**src/rtl/serial_subtractor.sv**
```systemverilog
// Bit-serial unsigned subtractor, LSB-first, one bit per clock.
// Optional signed overflow flag: define SERIAL_SUB_OVF_EN.
module serial_subtractor #(
  parameter int WIDTH = 8
) (
  input  logic             clk,
  input  logic             rst_n,
  input  logic             start,
  input  logic [WIDTH-1:0] a,
  input  logic [WIDTH-1:0] b,
  output logic             busy,
  output logic             done,
  output logic [WIDTH-1:0] diff,
`ifdef SERIAL_SUB_OVF_EN
  output logic             borrow_out,
  output logic             ovf
`else
  output logic             borrow_out
`endif
);

  localparam int CW = (WIDTH > 1) ? $clog2(WIDTH) : 1;

  typedef enum logic [1:0] {
    IDLE,
    SHIFT,
    DONE
  } state_t;

  state_t           state_q, state_d;
  logic [WIDTH-1:0] a_q, b_q, diff_q;
  logic [CW-1:0]    cnt_q;
  logic             brw_q;
  logic             bo_q;
  logic             accept;
  logic             last;
  logic             d_bit;
  logic             bout;

  // Handshake decode and the full-subtractor cell on the operand LSBs
  always_comb begin
    accept = start & ((state_q == IDLE) | (state_q == DONE));
    last   = (state_q == SHIFT) & (cnt_q == CW'(WIDTH - 1));
    d_bit  = a_q[0] ^ b_q[0] ^ brw_q;
    bout   = (~a_q[0] & b_q[0]) | (~(a_q[0] ^ b_q[0]) & brw_q);
  end

  // State register
  always_ff @(posedge clk or negedge rst_n) begin
    if (!rst_n) state_q <= IDLE;
    else        state_q <= state_d;
  end

  // Next-state logic
  always_comb begin
    state_d = state_q;
    unique case (state_q)
      IDLE:    if (start) state_d = SHIFT;
      SHIFT:   if (last)  state_d = DONE;
      DONE:    state_d = start ? SHIFT : IDLE;
      default: state_d = IDLE;
    endcase
  end

  // Operand capture, bit-serial shifting and result registers
  always_ff @(posedge clk or negedge rst_n) begin
    if (!rst_n) begin
      a_q    <= '0;
      b_q    <= '0;
      diff_q <= '0;
      cnt_q  <= '0;
      brw_q  <= 1'b0;
      bo_q   <= 1'b0;
    end else if (accept) begin
      a_q    <= a;
      b_q    <= b;
      diff_q <= '0;
      cnt_q  <= '0;
      brw_q  <= 1'b0;
      bo_q   <= 1'b0;
    end else if (state_q == SHIFT) begin
      diff_q <= {d_bit, diff_q[WIDTH-1:1]};
      a_q    <= a_q >> 1;
      b_q    <= b_q >> 1;
      brw_q  <= bout;
      if (last) bo_q  <= bout;
      else      cnt_q <= cnt_q + CW'(1);
    end
  end

`ifdef SERIAL_SUB_OVF_EN
  logic am_q, bm_q, ovf_q;

  // Operand sign bits kept aside; overflow judged against the final MSB
  always_ff @(posedge clk or negedge rst_n) begin
    if (!rst_n) begin
      am_q  <= 1'b0;
      bm_q  <= 1'b0;
      ovf_q <= 1'b0;
    end else if (accept) begin
      am_q  <= a[WIDTH-1];
      bm_q  <= b[WIDTH-1];
      ovf_q <= 1'b0;
    end else if (last) begin
      ovf_q <= (am_q ^ bm_q) & (am_q ^ d_bit);
    end
  end

  assign ovf = ovf_q;
`endif

  assign busy       = (state_q == SHIFT);
  assign done       = (state_q == DONE);
  assign diff       = diff_q;
  assign borrow_out = bo_q;

endmodule

```
**config.mk**
```make
export PLATFORM = sky130hd
export DESIGN_NAME = serial_subtractor
export DESIGN_NICKNAME = d
export VERILOG_FILES = /design/src/rtl/serial_subtractor.sv
export SDC_FILE = /design/constraint.sdc
export NUM_CORES = 1
export LEC_CHECK = 0
export ABC_AREA = 1
export CAP_MARGIN = 20
export CORE_MARGIN = 2
export CORE_UTILIZATION = 50
export CTS_CLUSTER_SIZE = 8
export DETAILED_ROUTE_END_ITERATION = 7
export GPL_ROUTABILITY_DRIVEN = 0
export PLACE_DENSITY_LB_ADDON = 0.2
export SYNTH_ARGS = -nofsm -noshare
export SYNTH_HDL_FRONTEND = slang
export SYNTH_SLANG_ARGS = --single-unit
```
**constraint.sdc**
```tcl
create_clock -name clk -period 1.8 [get_ports clk]
set_input_delay 0.27 -clock clk [delete_from_list [all_inputs] [get_ports clk]]
set_output_delay 0.27 -clock clk [all_outputs]
set_load 0.005 [all_outputs]
```
==> flow_metrics.py <==
metrics = {
    "status": {
        "outcome": "completed",
    },
    "synthesis": {
        "synth.lib_cells_used.distinct": 14,
        "share_of_yosys_cell_area_claimed_by_the_top_area_cell_type": 0.5082,
        "yosysMostFrequentCell": "sky130_fd_sc_hd__nand2_1",
        "postSynth.topFlopCell": "sky130_fd_sc_hd__dfrtp_1",
        "synth_enable_flop_cells": 0,
        "postSynthNetCount": 210,
        "synth_warnings": 0,
        "post_synthesis_async_set_or_reset_flop_share": 1.000,
        "synth_seq_area_share": 0.5082,
        "netlist_top_cells_area": "sky130_fd_sc_hd__dfrtp_1 (51%), sky130_fd_sc_hd__nand2_1 (18%), sky130_fd_sc_hd__nand3_1 (15%)",
        "synth_cells": 188,
        "netlist_top_cells_count": "sky130_fd_sc_hd__nand2_1 (75), sky130_fd_sc_hd__nand3_1 (45), sky130_fd_sc_hd__dfrtp_1 (31)",
        "netlist.top_cell.by_area": "sky130_fd_sc_hd__dfrtp_1",
        "synthesis.area_per_instance_um2": 8.119,
        "synth_area_mm2": 0.001526,
        "synthesis_stage_register_bit_count": 31,
    },
    "critical_path": {
        "cp_data_arrival_time_ps": 1450,
        "ff2ff_setup_slack_ps": 420,
        "required_ps": 1530,
        "critical_path.endpoint_type": "output port",
        "setup.worst_path.class": "reg2out",
        "timing.critical_path.from_type": "flip-flop",
        "largest_driver_fanout_on_the_critical_path": 5,
    },
    "clocking": {
        "cts_made_buffers": 5,
        "cts.repair_timing.setup_buffer_count": 0,
        "cts_tree": "yes",
        "clock-root-buffer": "sky130_fd_sc_hd__clkbuf_4",
        "cts_hold_buf": 0,
        "cts_h_tree_depth": 2,
        "post_cts_resize_count": 0,
        "worst_setup_hold_path_clk_slew_ps": 100,
        "insertion_delay_ps": 330,
        "clock_buffer_depth": 2,
        "clock_sink_count": 31,
    },
    "routing": {
        "ant_nets": 0,
        "vias_per_cell": 5.032,
        "dr.first_iter.drc_count": 68,
        "detailroute.via_count": 1268,
        "remaining_drc_errors": 0,
        "drt-total-wl_um": 3015,
        "drt_pass1_iterations": 4,
        "avgRoutedWirePerCell_um": 11.96,
    },
    "floorplanning": {
        "dieWidth_um": 59.26,
        "chipHeight_um": 59.26,
        "floorplan.io_pins": 30,
        "die_area_mm2": 0.003511,
        "floorplan.initialDensity": 0.5126,
        "core_mm2": 0.002978,
        "row_count": 20,
    },
    "sta": {
        "rsz0062_at_grt": "false",
        "setup_total_negative_slack_ps": 0,
        "report.final.slew_viol_count": 0,
        "timing.slew.headroom": 0.7370,
        "fmax_mhz": 582.0,
        "finalSetupViolCount": 0,
        "timing.final.crit_share": 0.9545,
        "report.final.hold_viol_count": 0,
        "final.min_clock_period_ps": 1718,
        "postLayoutSetupSlackWorst_ps": 81.93,
        "final.setup_skew_ps": 7.525,
        "tightestPinTransition_ps": 394.4,
    },
    "cells_and_area": {
        "final_design_area_no_fill_mm2": 0.001896,
        "final.fill_count": 269,
        "fin_cells": 252,
        "multi_input_comb_area_um2": 594.3,
        "layout.area.seq_um2": 775.7,
        "n_antenna_cell": 0,
        "drive_gt1_frac": 0.08676,
        "flow.area_growth_from_synthesis_pct": 24.18,
        "fin_nets": 240,
        "final_util": 0.6366,
    },
    "place": {
        "total_instance_count_after_detailed_placement": 244,
        "port-buffer-count": 29,
        "preCtsSetupSlack_ps": 279.1,
        "place_area_mm2": 0.001809,
        "post-dp-hpwl_um": 2078,
    },
    "power": {
        "p_leak_uw": 0.001017,
        "powerDensity_mw_per_mm2": 1656,
        "vdd_drop_max_uv": 620.8,
    },
    "grt": {
        "grt_start_max_net_pins": 40,
        "antenna_found_initial": 0,
        "grt_pass1_wl_um": 5416,
        "total_overflow_reported_by_the_global_router": 0,
        "number_of_global_route_vias_before_repair": 1276,
        "grt_use_total": 0.2065,
    },
    "worst_hold_path": {
        "hold_class": "in2async",
    },
    "job": {
        "maxCapViolations": 0,
    },
}
-- path summary, 6_finish.rpt --
| path | startpoint | endpoint | cells after the start |
|---|---|---|---|
| min in group clk | b[7] | b_q[7]$_DFFE_PN0P_ | 3 |
| max in group asynchronous | rst_n | a_q[1]$_DFFE_PN0P_ | 2 |
| worst min register to register | diff[7]$_DFFE_PN0P_ | diff[6]$_DFFE_PN0P_ | 2 |
| worst max register to register | state_q[0]$_DFFE_PN0P_ | a_q[1]$_DFFE_PN0P_ | 6 |
| worst min-delay path | rst_n | cnt_q[2]$_DFFE_PN0P_ | 2 |
| worst max-delay path | state_q[0]$_DFFE_PN0P_ | done | 2 |
-- state kept, by name, indices dropped and copies added (netlist names) --
name,count
state_q,2
a_q,8
borrow_out,1
cnt_q,3
brw_q,1
b_q,8
diff,8
-- cells by family (layout without fill, tap and decap cells) --
kind of cell / after synthesis / count (layout) / synth area share
buffers and inverters: 29 / 60 / 0.1025
adders and majority gates: 3 / 3 / 0.02951
DFF: 31 / 31 / 0.5082
and+or+nand+nor: 124 / 124 / 0.3566
AOI/OAI and AO/OA: 1 / 1 / 0.003276
-- placed cells by master, fill, tap and decap left out --
cell type and instances:
sky130_fd_sc_hd__clkbuf_4 5, sky130_fd_sc_hd__buf_4 5, sky130_fd_sc_hd__bufinv_16 1, sky130_fd_sc_hd__fa_1 1
sky130_fd_sc_hd__nand2_4 2, sky130_fd_sc_hd__o21ai_0 1, sky130_fd_sc_hd__dfrtp_1 31, sky130_fd_sc_hd__inv_1 15
sky130_fd_sc_hd__inv_2 2, sky130_fd_sc_hd__nand3_1 45, sky130_fd_sc_hd__nand2_1 75, sky130_fd_sc_hd__nor2_4 1
sky130_fd_sc_hd__clkbuf_8 1, sky130_fd_sc_hd__clkdlybuf4s50_1 29, sky130_fd_sc_hd__inv_4 1, sky130_fd_sc_hd__nor2_1 1
sky130_fd_sc_hd__ha_1 2, sky130_fd_sc_hd__clkinv_2 1
-- layout make-up --
class / instances / area share
tap: 33 / 0.02178
clock buffer: 6 / 0.02706
timing repair buffer: 34 / 0.1729
multi-input combinational: 128 / 0.3135
clock inverter: 2 / 0.01848
inverter: 18 / 0.03696
sequential: 31 / 0.4092
-- metrics by stage --
| step | total power, uW | hold slack (ps) |
|---|---|---|
| after floorplan | 2154 | -25.59 |
| after global placement | 2518 | 478.7 |
| after detailed placement | 2605 | 486.3 |
| after CTS | 3191 | 327.3 |
| after global routing | 3442 | 345.7 |
| final | 3139 | 322.5 |
-- power breakdown --
part | internal, uW | switching [uW] | total, uW
Clock | 328 | 245 | 573
Sequential | 1020 | 200 | 1220
Combinational | 599 | 743 | 1340
Total | 1950 | 1190 | 3140
-- per-layer routing --
layer  wire length, um  share of wire  track usage
met3               119          0.039      0.05240
met1              1305           0.43       0.2398
met5                 0              0            0
met4                67          0.022       0.1104
met2              1523           0.51       0.3469
-- worst max-delay path, cell delays in order, from the launching register on --
cell and delay [ps]:
sky130_fd_sc_hd__dfrtp_1 460, sky130_fd_sc_hd__nor2_1 140, sky130_fd_sc_hd__clkdlybuf4s50_1 520
No activity file was read; power rests on OpenSTA's default activity.
